[config.mk]
export PLATFORM = sky130hd
export DESIGN_NAME = elev_call_dispatcher
export DESIGN_NICKNAME = d
export VERILOG_FILES = /design/src/rtl/elev_call_dispatcher.sv
export SDC_FILE = /design/constraint.sdc
export NUM_CORES = 1
export LEC_CHECK = 0
export CELL_PAD_IN_SITES_DETAIL_PLACEMENT = 0
export CELL_PAD_IN_SITES_GLOBAL_PLACEMENT = 2
export CORE_ASPECT_RATIO = 0.5
export CORE_MARGIN = 8
export CORE_UTILIZATION = 40
export DETAILED_ROUTE_END_ITERATION = 6
export DONT_BUFFER_PORTS = 1
export PLACE_DENSITY_LB_ADDON = 0.1
export SYNTH_ARGS = -nofsm -noshare
export SYNTH_HDL_FRONTEND = slang
export SYNTH_SLANG_ARGS = --single-unit
[constraint.sdc]
create_clock -name clk -period 8.35 [get_ports clk]
set_input_delay 0.4175 -clock clk [delete_from_list [all_inputs] [get_ports clk]]
set_output_delay 0.4175 -clock clk [all_outputs]
set_load 0.05 [all_outputs]
[src/rtl/elev_call_dispatcher.sv]
// elev_call_dispatcher: round-robin intake of floor calls into a pending
// bitmap, SCAN-ordered target sequencing toward a single elevator car.
// Optional macro DISPATCH_TIMEOUT_EN adds an arrival watchdog that drives fault.
module elev_call_dispatcher #(
   parameter int FLOORS   = 8,
   parameter int FW       = 3,
   parameter int PANELS   = 4,
   parameter int DIR_INIT = 1,
   parameter int TIMEOUT  = 1000
) (
   input  logic                 clk,
   input  logic                 rst,
   input  logic [PANELS-1:0]    req_valid,
   input  logic [PANELS*FW-1:0] req_floor,
   output logic [PANELS-1:0]    req_ready,
   input  logic [FW-1:0]        car_floor,
   output logic                 tgt_valid,
   output logic [FW-1:0]        tgt_floor,
   input  logic                 tgt_ack,
   input  logic                 arrive,
   output logic [FLOORS-1:0]    pending,
   output logic                 dir,
   output logic                 busy,
   output logic                 err,
   output logic                 fault
);
   localparam int RW = (PANELS > 1) ? $clog2(PANELS) : 1;

   typedef enum logic [1:0] {IDLE, ISSUE, WAIT} state_t;
   state_t state, state_nx;

   logic [RW-1:0]     rr, gnt_idx;
   logic              xfer, bad_floor, timeout_hit;
   logic [FW-1:0]     xfer_floor;
   logic [FLOORS-1:0] set_vec, clr_vec;
   logic              at_car, up_hit, dn_hit, fwd_hit, bwd_hit;
   logic [FW-1:0]     up_f, dn_f, fwd_f, bwd_f;

   // Round-robin grant: first valid panel at or after rr, wrapping
   always_comb begin : gnt_blk
      int p;
      req_ready = '0;
      gnt_idx   = '0;
      for (int k = 0; k < PANELS; k++) begin
         p = int'(rr) + k;
         if (p >= PANELS) p = p - PANELS;
         if (req_valid[p] && req_ready == '0) begin
            req_ready[p] = 1'b1;
            gnt_idx      = RW'(p);
         end
      end
   end

   assign xfer       = |req_ready;
   assign xfer_floor = req_floor[gnt_idx*FW +: FW];
   assign bad_floor  = xfer && (int'(xfer_floor) >= FLOORS);

   // Nearest pending floor above and below the car, plus a hit at the car itself
   always_comb begin
      at_car = 1'b0;
      up_hit = 1'b0;
      dn_hit = 1'b0;
      up_f   = '0;
      dn_f   = '0;
      for (int i = 0; i < FLOORS; i++) begin
         if (pending[i] && i == int'(car_floor)) at_car = 1'b1;
         if (pending[i] && i > int'(car_floor) && !up_hit) begin
            up_hit = 1'b1;
            up_f   = FW'(i);
         end
         if (pending[i] && i < int'(car_floor)) begin
            dn_hit = 1'b1;
            dn_f   = FW'(i);
         end
      end
      fwd_hit = dir ? up_hit : dn_hit;
      fwd_f   = dir ? up_f   : dn_f;
      bwd_hit = dir ? dn_hit : up_hit;
      bwd_f   = dir ? dn_f   : up_f;
   end

   // Bitmap set from intake, clear from service; clear wins on a collision
   always_comb begin
      set_vec = '0;
      clr_vec = '0;
      for (int i = 0; i < FLOORS; i++) begin
         if (xfer && !bad_floor && int'(xfer_floor) == i) set_vec[i] = 1'b1;
         if (state == IDLE && at_car && int'(car_floor) == i) clr_vec[i] = 1'b1;
         if (state == WAIT && arrive && int'(tgt_floor) == i) clr_vec[i] = 1'b1;
      end
   end

`ifdef DISPATCH_TIMEOUT_EN
   localparam int CW = $clog2(TIMEOUT + 1);
   logic [CW-1:0] wait_cnt;

   assign timeout_hit = (state == WAIT) && !arrive && (wait_cnt == CW'(TIMEOUT - 1));

   // Watchdog: zero outside WAIT so it starts fresh on every entry
   always_ff @(posedge clk or posedge rst) begin
      if (rst) begin
         wait_cnt <= '0;
         fault    <= 1'b0;
      end else begin
         wait_cnt <= (state == WAIT) ? wait_cnt + 1'b1 : '0;
         if (timeout_hit) fault <= 1'b1;
      end
   end
`else
   assign timeout_hit = 1'b0;
   assign fault       = 1'b0;
`endif

   // State register
   always_ff @(posedge clk or posedge rst) begin
      if (rst) state <= IDLE;
      else     state <= state_nx;
   end

   // Next-state logic
   always_comb begin
      state_nx = state;
      case (state)
         IDLE:    if (!at_car && (fwd_hit || bwd_hit)) state_nx = ISSUE;
         ISSUE:   if (tgt_ack) state_nx = WAIT;
         WAIT:    if (arrive || timeout_hit) state_nx = IDLE;
         default: state_nx = IDLE;
      endcase
   end

   // Outputs decoded from the registered state
   always_comb begin
      tgt_valid = (state == ISSUE);
      busy      = (state != IDLE);
   end

   // Datapath: bitmap, RR pointer, target/direction selection, sticky err
   always_ff @(posedge clk or posedge rst) begin
      if (rst) begin
         pending   <= '0;
         rr        <= '0;
         dir       <= 1'(DIR_INIT);
         tgt_floor <= '0;
         err       <= 1'b0;
      end else begin
         pending <= (pending | set_vec) & ~clr_vec;
         if (xfer) rr <= (int'(gnt_idx) == PANELS - 1) ? '0 : gnt_idx + 1'b1;
         if (bad_floor) err <= 1'b1;
         if (state == IDLE && !at_car) begin
            if (fwd_hit) begin
               tgt_floor <= fwd_f;
            end else if (bwd_hit) begin
               dir       <= ~dir;
               tgt_floor <= bwd_f;
            end
         end
      end
   end
endmodule

==> results of run 1 <==
==> cell usage in the layout (no fill, tap or decap), types with 3 or more instances in the layout <==
| cell | netlist | layout |
|---|---|---|
| sky130_fd_sc_hd__mux2_2 | 7 | 7 |
| sky130_fd_sc_hd__clkbuf_8 | 0 | 4 |
| sky130_fd_sc_hd__o21a_1 | 4 | 4 |
| sky130_fd_sc_hd__inv_1 | 15 | 15 |
| sky130_fd_sc_hd__a21o_1 | 3 | 3 |
| sky130_fd_sc_hd__a22o_1 | 5 | 5 |
| sky130_fd_sc_hd__dfrtp_1 | 15 | 15 |
| sky130_fd_sc_hd__nand2_1 | 19 | 19 |
| sky130_fd_sc_hd__nand2b_1 | 3 | 3 |
| sky130_fd_sc_hd__a221o_1 | 3 | 3 |
| sky130_fd_sc_hd__o21ai_0 | 12 | 12 |
| sky130_fd_sc_hd__ha_1 | 8 | 8 |
| sky130_fd_sc_hd__nor2b_1 | 3 | 3 |
| sky130_fd_sc_hd__or3_1 | 8 | 8 |
| sky130_fd_sc_hd__a211oi_1 | 3 | 3 |
| sky130_fd_sc_hd__a21oi_1 | 19 | 19 |
| sky130_fd_sc_hd__mux4_2 | 3 | 3 |
| sky130_fd_sc_hd__mux2i_1 | 16 | 16 |
| sky130_fd_sc_hd__o32ai_1 | 4 | 4 |
| sky130_fd_sc_hd__o22ai_1 | 5 | 5 |
| sky130_fd_sc_hd__nor2_1 | 21 | 21 |
==> layout make-up <==
| class | count | area, µm² | area share, % |
|---|---|---|---|
| multi-input cells | 188 | 1410 | 70.2 |
| flip-flops and latches | 16 | 402 | 20.1 |
| well taps | 66 | 82.6 | 4.13 |
| inverters | 15 | 56.3 | 2.81 |
| clock buffers | 4 | 55.1 | 2.75 |
==> logic make-up after synthesis <==
kind of cell / Yosys count / synth area share, %
compound gates: 78 / 28.9
xor+xnor: 1 / 0.457
fa+ha+maj: 8 / 5.22
buf+inv: 26 / 5.94
flops: 16 / 21.0
mux: 28 / 18.1
other cells: 1 / 0.196
simple gates: 71 / 20.2
==> through the flow <==
stage	util, %	hold WS [ps]
after floorplan	-	331
after global placement	43.1	423
after detailed placement	43.1	428
after CTS	44.4	134
after global routing	44.4	174
final	44.4	118
==> sequential cells by signal (all words and copies together) (netlist names) <==
name,flops
dir,1
pending,8
rr,2
state,2
tgt_floor,3
==> per-layer routing <==
layer | GRT usage [%] | wire length, µm | up-vias
met3 | 3.88 | 299 | 3
met2 | 23.7 | 2410 | 42
li1 | - | - | 854
met5 | 0 | 0 | -
met1 | 17.6 | 2400 | 854
met4 | 1.97 | 25 | 0
==> critical path, delay by kind of cell (launching register included) <==
family | cells | cell delay (ps)
multiplexers | 3 | 1250
AO/OA/AOI/OAI | 4 | 860
flip-flops | 1 | 700
AND/OR/NAND/NOR | 2 | 910
adder cells (fa/ha/maj) | 1 | 420
buffers and inverters | 1 | 230
==> how the worst min path moves through the flow <==
stage / from / end / slack [ps] / cells after the start
6_report: rst / pending[4]$_DFF_PP0_ / 120 / 1
5_1_grt: rst / pending[4]$_DFF_PP0_ / 170 / 1
4_1_cts: rst / state[0]$_DFFE_PP0P_ / 130 / 1
3_5_place_dp: rst / state[0]$_DFFE_PP0P_ / 430 / 1
3_3_place_gp: rst / state[0]$_DFFE_PP0P_ / 420 / 1
2_1_floorplan: rst / pending[0]$_DFF_PP0_ / 330 / 1
==> out/summary.log, run 1 <==
INFO  outcome        outcome=complete, no violations
INFO  clock_tree     post-cts-setup-buffers=0
INFO  sta            timing.final.setup_violations=0
INFO  sta            relSlewSlack=27.5%
INFO  worst_setup_path worst-path-max-fanout=16
INFO  place          port_buffers=0
INFO  clock_tree     path_clk_slew=60ps
INFO  synth          synth_largest_area_cell=sky130_fd_sc_hd__dfrtp_1
INFO  global_route   globalRouteTotalUtil=13.9%
INFO  die            fp.coreArea=4510µm²
INFO  place          gp_congestion=0.843
INFO  worst_setup_path timing.rr.start=rr[0]$_DFFE_PP0P_
INFO  clock_tree     insertion_delay=260ps
INFO  routing        total_detailed_routing_wirelength=5130µm
INFO  worst_setup_path path_class=reg -> reg
INFO  worst_setup_path critical_path.max_stage_delay=700ps
INFO  routing        route.detailed.vias_per_inst=6.07
INFO  cells_and_area n_fill_cell=473
INFO  worst_setup_path r2r_setup_slack=3910ps
INFO  global_route   grt_pass1_vias=1657
INFO  synth          post_synth_num_cell_types=60
INFO  global_route   grt_antenna_before_repair=0
INFO  global_route   grt_first_pass_wirelength=8450µm
INFO  synth          yosysMostFrequentCell=sky130_fd_sc_hd__nor2_1
INFO  place          hpwlAfterDp=4070µm
INFO  clock_tree     cts-buffers-inserted=3
INFO  synth          synth_largest_type_area_fraction=19.6%
INFO  synth          synth-seq-cells=16
INFO  synth          ys_warn_count=0
INFO  clock_tree     ctsResizeCount=0
INFO  routing        drt_iter0_drc=100
INFO  synth          avgSynthCellArea=8.37µm²
INFO  sta            hold_viol=0
INFO  die            floorplan.rows=17
INFO  sta            max_clock_freq=225MHz
INFO  die            die_area=7400µm²
INFO  worst_setup_path cell_count_of_the_worst_reg_to_reg_path=11
INFO  die            initial_utilization=42.5%
INFO  clock_tree     root_buffer=sky130_fd_sc_hd__clkbuf_8
INFO  place          place.detailed.instances=285
INFO  clock_tree     cts.htree.levels=1
INFO  worst_setup_path critical_path_slowest_stage_cell=sky130_fd_sc_hd__dfrtp_1
INFO  worst_setup_path reg2reg_to=pending[2]$_DFF_PP0_
INFO  routing        drt.antenna.violating_nets=0
INFO  worst_setup_path critical_path_required_time=8540ps
INFO  sta            post-route-period-util=53.1%
INFO  worst_setup_path crit_path_start=rr[0]$_DFFE_PP0P_
INFO  sta            finalCriticalPeriod=4440ps
INFO  sta            timing.setup.tns=0ps
INFO  synth          ys_seq_area_share=21.0%
INFO  global_route   grt_max_degree=23
INFO  sta            max_slew.worst_pin.slew=1090ps
INFO  hold_path      hold_class=in -> async
INFO  worst_setup_path worstPathCellList=inv_1, ha_1, mux4_1, a21boi_0, a21o_1, a31o_4, nor4_4, mux2i_1, mux2_4, or4b_1, a21oi_1
INFO  cells_and_area layout-drive-gt1-share=10.8%
INFO  sta            final_slew_viol_count=0
INFO  clock_tree     postCtsHoldBufs=0
INFO  synth          post_synth_instance_area=1920µm²
INFO  routing        drt_first_pass_iters=4
INFO  die            chipWidth=114µm
INFO  routing        wl_per_cell=17.8µm
INFO  cells_and_area fin_cells=289
INFO  synth          postSynth.asyncResetShare=100%
INFO  sta            final.setup.worst_slack=3910ps
INFO  clock_tree     tritoncts=yes
INFO  cells_and_area design_area=2000µm²
INFO  clock_tree     cts_max_path_buffers=2
INFO  sta            fin_skew=2.88ps
INFO  place          pre_cts_setup_slack=3910ps
INFO  cells_and_area finish.net_count=255
INFO  synth          syn_inst=229
INFO  synth          post_synth_main_area_contributors=sky130_fd_sc_hd__dfrtp_1 20%, sky130_fd_sc_hd__mux2i_1 8.4%, sky130_fd_sc_hd__ha_1 5.2%, sky130_fd_sc_hd__a21oi_1 5.0%, sky130_fd_sc_hd__mux2_2 4.1%
INFO  die            die_outline_height=65.0µm
INFO  synth          synth_enable_flop_cells=0
INFO  routing        drcViolationCount=0
INFO  place          place_area=1950µm²
INFO  die            design.portCount=43
INFO  sta            grt_setup_unrepaired=no
INFO  worst_setup_path critPathArrivalTime=4620ps
INFO  worst_setup_path worstSetupStartpointType=flip-flop
INFO  cells_and_area diodes=0
INFO  synth          ys_dominant_reg_cell=sky130_fd_sc_hd__dfrtp_1
INFO  routing        vias_after_detailed_routing=1753
INFO  run            cap_violations=0
INFO  worst_setup_path cp-end-kind=flip-flop
INFO  worst_setup_path crit_end=pending[2]$_DFF_PP0_
INFO  global_route   globalRouteOverflowTotal=0
INFO  clock_tree     cts.sinks=16
INFO  synth          synth_commonest_cells=21 x sky130_fd_sc_hd__nor2_1, 19 x sky130_fd_sc_hd__a21oi_1, 19 x sky130_fd_sc_hd__nand2_1
INFO  cells_and_area syn_to_final_growth=4.37%
Power of run 1 is not shown: default switching activity piles up to over one toggle a cycle in this logic, so the estimate is an artifact.
==> inputs of run 2 (changes only) <==
--- a/config.mk
+++ b/config.mk
@@ -9,7 +9,7 @@
 export CELL_PAD_IN_SITES_GLOBAL_PLACEMENT = 2
 export CORE_ASPECT_RATIO = 0.5
 export CORE_MARGIN = 8
-export CORE_UTILIZATION = 40
+export CORE_UTILIZATION = 34
 export DETAILED_ROUTE_END_ITERATION = 6
 export DONT_BUFFER_PORTS = 1
 export PLACE_DENSITY_LB_ADDON = 0.1
==> constraint.sdc (replaced) <==
create_clock -name clk -period 3.6 [get_ports clk]
set_input_delay 0.18 -clock clk [delete_from_list [all_inputs] [get_ports clk]]
set_output_delay 0.18 -clock clk [all_outputs]
set_load 0.05 [all_outputs]
==> run 2 against run 1 <==
  * First-iteration DRC count rose by 13%
  * Non-clock buffer count rose by 32
  * Final area rose by 19%
  * Routed wire length rose by 13%
  * Die area rose by 14%
  * Global-route usage barely moved
  * Register-to-register slack got worse by 3900 ps
  * Sequential share of layout area fell by 3.1 points
  * Hold slack got worse by 45 ps
  * Critical path depth did not move
==> out/summary.log, run 2 (same netlist as run 1, synthesis figures left out) <==
INFO  outcome        outcome=complete, no violations
INFO  sta            post-route-period-util=99.1%
INFO  worst_setup_path critPathArrivalTime=3750ps
INFO  routing        drcViolationCount=0
INFO  cells_and_area fin_util=43.5%
INFO  routing        wl_per_cell=17.7µm
INFO  cells_and_area fin_cells=328
INFO  sta            max_clock_freq=280MHz
INFO  global_route   globalRouteOverflowTotal=0
INFO  cells_and_area layout-drive-gt1-share=28.2%
INFO  cells_and_area multi_input_comb_area=1470µm²
INFO  die            die_outline_height=69.1µm
INFO  cells_and_area design_area=2380µm²
INFO  cells_and_area syn_to_final_growth=24.0%
INFO  die            design.portCount=43
INFO  die            initial_utilization=35.1%
INFO  sta            final_slew_viol_count=0
INFO  worst_setup_path cell_count_of_the_worst_reg_to_reg_path=11
INFO  routing        total_detailed_routing_wirelength=5820µm
INFO  routing        drt.antenna.violating_nets=0
INFO  sta            finalCriticalPeriod=3570ps
INFO  worst_setup_path timing.critical_path.buf_inv=1
INFO  run            cap_violations=0
INFO  worst_setup_path critical_path.max_stage_delay=550ps
INFO  sta            fin_skew=2.56ps
INFO  hold_path      whs_path_depth=1
INFO  place          port_buffers=0
INFO  cells_and_area finish.net_count=287
INFO  hold_path      hold_class=in -> reg
INFO  routing        vias_after_detailed_routing=1876
INFO  hold_path      hold_path_end=state[1]$_DFFE_PP0P_
INFO  die            fp.coreArea=5470µm²
INFO  global_route   globalRouteTotalUtil=13.9%
INFO  global_route   grt_pass1_vias=1913
INFO  clock_tree     insertion_delay=250ps
INFO  cells_and_area layout_common_cells=29 x sky130_fd_sc_hd__buf_4, 21 x sky130_fd_sc_hd__nor2_1, 19 x sky130_fd_sc_hd__nand2_1
INFO  die            chipWidth=122µm
INFO  worst_setup_path critical_path_required_time=3780ps
INFO  sta            grt_setup_unrepaired=yes
INFO  cells_and_area diodes=0
INFO  clock_tree     tritoncts=yes
INFO  global_route   grt_antenna_before_repair=0
INFO  die            die_area=8440µm²
INFO  clock_tree     cts.sinks=16
INFO  worst_setup_path worst-path-max-fanout=7
INFO  clock_tree     cts_max_path_buffers=2
INFO  place          hpwlAfterDp=4660µm
INFO  sta            max_slew.worst_pin.slew=1070ps
INFO  routing        route.detailed.vias_per_inst=5.72
INFO  worst_setup_path critical_path_slowest_stage_cell=sky130_fd_sc_hd__mux4_2
INFO  worst_setup_path path_class=reg -> reg
INFO  cells_and_area largest_reg_flops=8
INFO  worst_setup_path cp-end-kind=flip-flop
INFO  worst_setup_path worstPathCellList=mux4_2, and2_4, or3_4, a31o_4, nor4_4, buf_4, o211a_4, mux2i_2, mux2i_2, or4b_4, a21oi_2
INFO  place          place_area=2200µm²
INFO  worst_setup_path timing.rr.start=rr[0]$_DFFE_PP0P_
INFO  die            floorplan.rows=19
INFO  worst_setup_path worstSetupStartpointType=flip-flop
INFO  cells_and_area registers.top_by_ff_count=pending
INFO  hold_path      min_from=tgt_ack
INFO  place          place.detailed.instances=320
INFO  cells_and_area top_regs=pending (8), tgt_floor (3)
INFO  clock_tree     path_clk_slew=50ps
INFO  worst_setup_path reg2reg_to=pending[2]$_DFF_PP0_
INFO  routing        drt_first_pass_iters=4
INFO  global_route   grt_max_degree=23
INFO  worst_setup_path r2r_setup_slack=30ps
INFO  clock_tree     cts-buffers-inserted=3
INFO  sta            relSlewSlack=28.4%
INFO  global_route   grt_first_pass_wirelength=9760µm
INFO  worst_setup_path critical_path.top_delay_family=simple AND/OR/NAND/NOR gates
INFO  cells_and_area mostFrequentLayoutCell=sky130_fd_sc_hd__buf_4
INFO  clock_tree     cts.htree.levels=1
INFO  cells_and_area area.sequential=403µm²
INFO  cells_and_area n_fill_cell=566
INFO  clock_tree     root_buffer=sky130_fd_sc_hd__clkbuf_16
INFO  sta            timing.final.setup_violations=0
INFO  routing        drt_iter0_drc=113
INFO  sta            hold_viol=0
INFO  place          gp_congestion=0.798
INFO  worst_setup_path critPathMostFrequentCell=sky130_fd_sc_hd__mux2i_2
## run 2: changes by cell type in the layout (fill, tap and decap cells not counted), moves of 2 or more
cell	before	now
sky130_fd_sc_hd__mux2i_1	16	12
sky130_fd_sc_hd__mux2i_2	0	4
sky130_fd_sc_hd__clkbuf_16	0	3
sky130_fd_sc_hd__ha_1	8	6
sky130_fd_sc_hd__inv_1	15	13
sky130_fd_sc_hd__buf_4	0	29
sky130_fd_sc_hd__clkbuf_8	4	1
## run 2: how the worst max path moves through the flow
stage / startpoint / slack, ps / endpoint / depth (start not counted)
after floorplan: rr[0]$_DFFE_PP0P_ / -90 / pending[2]$_DFF_PP0_ / 11
after global placement: rr[0]$_DFFE_PP0P_ / -240 / pending[7]$_DFF_PP0_ / 12
after detailed placement: rr[0]$_DFFE_PP0P_ / -200 / pending[7]$_DFF_PP0_ / 12
after CTS: rr[0]$_DFFE_PP0P_ / 2 / pending[2]$_DFF_PP0_ / 12
after global routing: rr[0]$_DFFE_PP0P_ / -110 / pending[2]$_DFF_PP0_ / 11
final: rr[0]$_DFFE_PP0P_ / 30 / pending[2]$_DFF_PP0_ / 11
## run 2: timing repair
action	in CTS	in global routing
hold buffers	1	0
endpoints found under the hold margin	15	0
buffers inserted	2	1
pin swaps	1	4
resized for setup	5	11
setup endpoints to repair	8	8
## run 2: layout make-up
type	instances	area share [%]
flip-flops and latches	16	17.0
well taps	73	3.84
clock buffers	4	3.74
multi-input cells	188	62.0
repair buffers	32	10.9
inverters	15	2.53
## run 2: worst reg2reg max path, delay by kind of cell, from the launching register on
family / cells / cell delay (ps)
AOI/OAI and AO/OA: 3 / 620
buffers and inverters: 1 / 170
DFF: 1 / 420
muxes: 3 / 920
and+or+nand+nor: 4 / 1370
## run 2: metrics by stage
| step | hold slack [ps] | setup TNS, ps | setup slack [ps] |
|---|---|---|---|
| 2_1_floorplan | 93.0 | -90.0 | -90.0 |
| 3_3_place_gp | 176 | -628 | -238 |
| 3_5_place_dp | 190 | -635 | -201 |
| 4_1_cts | 66.8 | 0 | 2.35 |
| 5_1_grt | 89.2 | -264 | -109 |
| 6_report | 72.8 | 0 | 32.2 |
## run 2: routing by layer
layer | GRT usage [%] | wire length [µm] | vias to the layer above
li1 | - | - | 920
met1 | 17.9 | 2580 | 913
met2 | 23.4 | 2860 | 39
met3 | 3.17 | 338 | 4
met4 | 2.01 | 31 | 0
met5 | 0 | 0 | -
Power of run 2 is left out for the same reason.
==> inputs of run 3 (changes only) <==
--- a/config.mk
+++ b/config.mk
@@ -12,7 +12,7 @@
 export CORE_UTILIZATION = 34
 export DETAILED_ROUTE_END_ITERATION = 6
 export DONT_BUFFER_PORTS = 1
-export PLACE_DENSITY_LB_ADDON = 0.1
+export PLACE_DENSITY = 0.74
 export SYNTH_ARGS = -nofsm -noshare
 export SYNTH_HDL_FRONTEND = slang
 export SYNTH_SLANG_ARGS = --single-unit
==> run 3 against run 2 <==
  * Via count grew 0.96%
  * Die area is the same
  * Worst setup slack lost 34 ps
  * The flow now finishes with violations (negative setup slack)
  * Non-clock buffer count is the same
==> out/summary.log, run 3 (same netlist as run 1, synthesis figures left out) <==
INFO  outcome        outcome=finished with violations
INFO  outcome        failed_checks=negative setup slack
INFO  die            chipWidth=122µm
INFO  clock_tree     cts.sinks=16
INFO  worst_setup_path cp-end-kind=flip-flop
INFO  global_route   globalRouteTotalUtil=13.6%
INFO  routing        vias_after_detailed_routing=1894
INFO  sta            timing.setup.tns=-1.45ps
INFO  worst_setup_path path_class=reg -> reg
INFO  run            cap_violations=0
INFO  die            initial_utilization=35.1%
INFO  worst_setup_path cell_count_of_the_worst_reg_to_reg_path=10
INFO  clock_tree     path_clk_slew=50ps
INFO  sta            max_clock_freq=278MHz
INFO  sta            final_slew_viol_count=0
INFO  routing        wl_per_cell=17.6µm
INFO  cells_and_area finish.net_count=287
INFO  routing        drt_first_pass_iters=4
INFO  place          hpwlAfterDp=4520µm
INFO  clock_tree     cts_max_path_buffers=2
INFO  sta            grt_setup_unrepaired=yes
INFO  worst_setup_path worstSetupStartpointType=flip-flop
INFO  sta            max_slew.worst_pin.slew=1060ps
INFO  place          gp_congestion=0.827
INFO  global_route   globalRouteOverflowTotal=0
INFO  worst_setup_path crit_path_start=rr[0]$_DFFE_PP0P_
INFO  clock_tree     insertion_delay=240ps
INFO  sta            timing.final.setup_violations=1
INFO  worst_setup_path critPathArrivalTime=3780ps
INFO  die            fp.coreArea=5470µm²
INFO  sta            hold_viol=0
INFO  die            die_outline_height=69.1µm
INFO  die            die_area=8440µm²
INFO  hold_path      hold_class=in -> reg
INFO  worst_setup_path critical_path_required_time=3780ps
INFO  cells_and_area largest_reg_flops=8
INFO  worst_setup_path worst-path-max-fanout=7
INFO  sta            finalCriticalPeriod=3600ps
INFO  cells_and_area layout-drive-gt1-share=27.5%
INFO  clock_tree     cts.htree.levels=1
INFO  global_route   grt_max_degree=23
INFO  cells_and_area layout_common_cells=30 x sky130_fd_sc_hd__buf_4, 21 x sky130_fd_sc_hd__nor2_1, 19 x sky130_fd_sc_hd__nand2_1
INFO  cells_and_area mostFrequentLayoutCell=sky130_fd_sc_hd__buf_4
INFO  global_route   grt_first_pass_wirelength=9520µm
INFO  routing        drt_iter0_drc=95
INFO  clock_tree     tritoncts=yes
INFO  routing        drt.antenna.violating_nets=0
INFO  sta            relSlewSlack=29.2%
INFO  die            design.portCount=43
INFO  cells_and_area registers.top_by_ff_count=pending
INFO  routing        drcViolationCount=0
INFO  worst_setup_path r2r_setup_slack=-1ps
INFO  routing        total_detailed_routing_wirelength=5760µm
INFO  clock_tree     root_buffer=sky130_fd_sc_hd__clkbuf_16
INFO  sta            final.setup.worst_slack=-1.45ps
INFO  cells_and_area diodes=0
INFO  cells_and_area syn_to_final_growth=23.3%
INFO  worst_setup_path timing.rr.start=rr[0]$_DFFE_PP0P_
INFO  die            floorplan.rows=19
INFO  global_route   grt_pass1_vias=1867
INFO  clock_tree     cts-buffers-inserted=3
INFO  worst_setup_path crit_end=pending[2]$_DFF_PP0_
INFO  place          port_buffers=0
INFO  cells_and_area top_regs=pending (8), tgt_floor (3)
INFO  sta            post-route-period-util=100%
INFO  sta            holdWs=77.3ps
INFO  routing        route.detailed.vias_per_inst=5.77
INFO  cells_and_area fin_util=43.2%
INFO  worst_setup_path reg2reg_to=pending[2]$_DFF_PP0_
INFO  global_route   grt_antenna_before_repair=0
INFO  sta            fin_skew=4.07ps
==> run 3: critical path: stages (launching register included) <==
cell and delay [ps]:
sky130_fd_sc_hd__dfrtp_2 420, sky130_fd_sc_hd__mux4_2 540, sky130_fd_sc_hd__and2_4 170, sky130_fd_sc_hd__or3_4 420, sky130_fd_sc_hd__a32o_2 310, sky130_fd_sc_hd__nor4_4 340, sky130_fd_sc_hd__o211a_4 300, sky130_fd_sc_hd__mux2i_2 280
sky130_fd_sc_hd__mux2i_4 110, sky130_fd_sc_hd__or4b_4 530, sky130_fd_sc_hd__a21oi_2 120
==> run 3: metal layers <==
| metal | up-vias | share of wire [%] | GRT usage [%] |
|---|---|---|---|
| met1 | 940 | 46 | 16.9 |
| met3 | 4 | 4.2 | 3.01 |
| met2 | 35 | 49 | 23.6 |
| met5 | - | 0 | 0 |
| met4 | 0 | 0.56 | 2.28 |
| li1 | 915 | - | - |
==> run 3: worst min path at each step <==
stage	from	slack [ps]	end	cells after the start
after global routing	tgt_ack	70	state[1]$_DFFE_PP0P_	1
after floorplan	rst	90	pending[0]$_DFF_PP0_	1
after global placement	rst	190	pending[7]$_DFF_PP0_	1
final	tgt_ack	80	state[1]$_DFFE_PP0P_	1
after CTS	tgt_ack	70	state[1]$_DFFE_PP0P_	1
after detailed placement	rst	180	pending[7]$_DFF_PP0_	1
==> run 3: final cells by class <==
cell class	instances	area, µm²
sequential	16	403
clock buffer	4	78.8
timing repair buffer	32	246
inverter	15	60.1
tap	73	91.3
multi-input combinational	188	1480
fill	551	3100
==> run 3: per-stage QoR <==
stage               area, µm²  std cells  setup WS, ps
floorplan                1950        230         -90.0
global placement         2130        313          -118
detailed placement       2130        313          -190
CTS                      2280        324         -18.5
global route             2360        328          -128
finish                   2360        328         -1.45
==> run 3: timing repair <==
item	CTS	global route
gates cloned	0	0
buffers inserted	6	4
setup endpoints to repair	8	8
hold endpoints to repair	15	0
hold buffers	1	0
pin swaps	5	6
gates resized for setup	5	11
Power of run 3 is left out for the same reason.
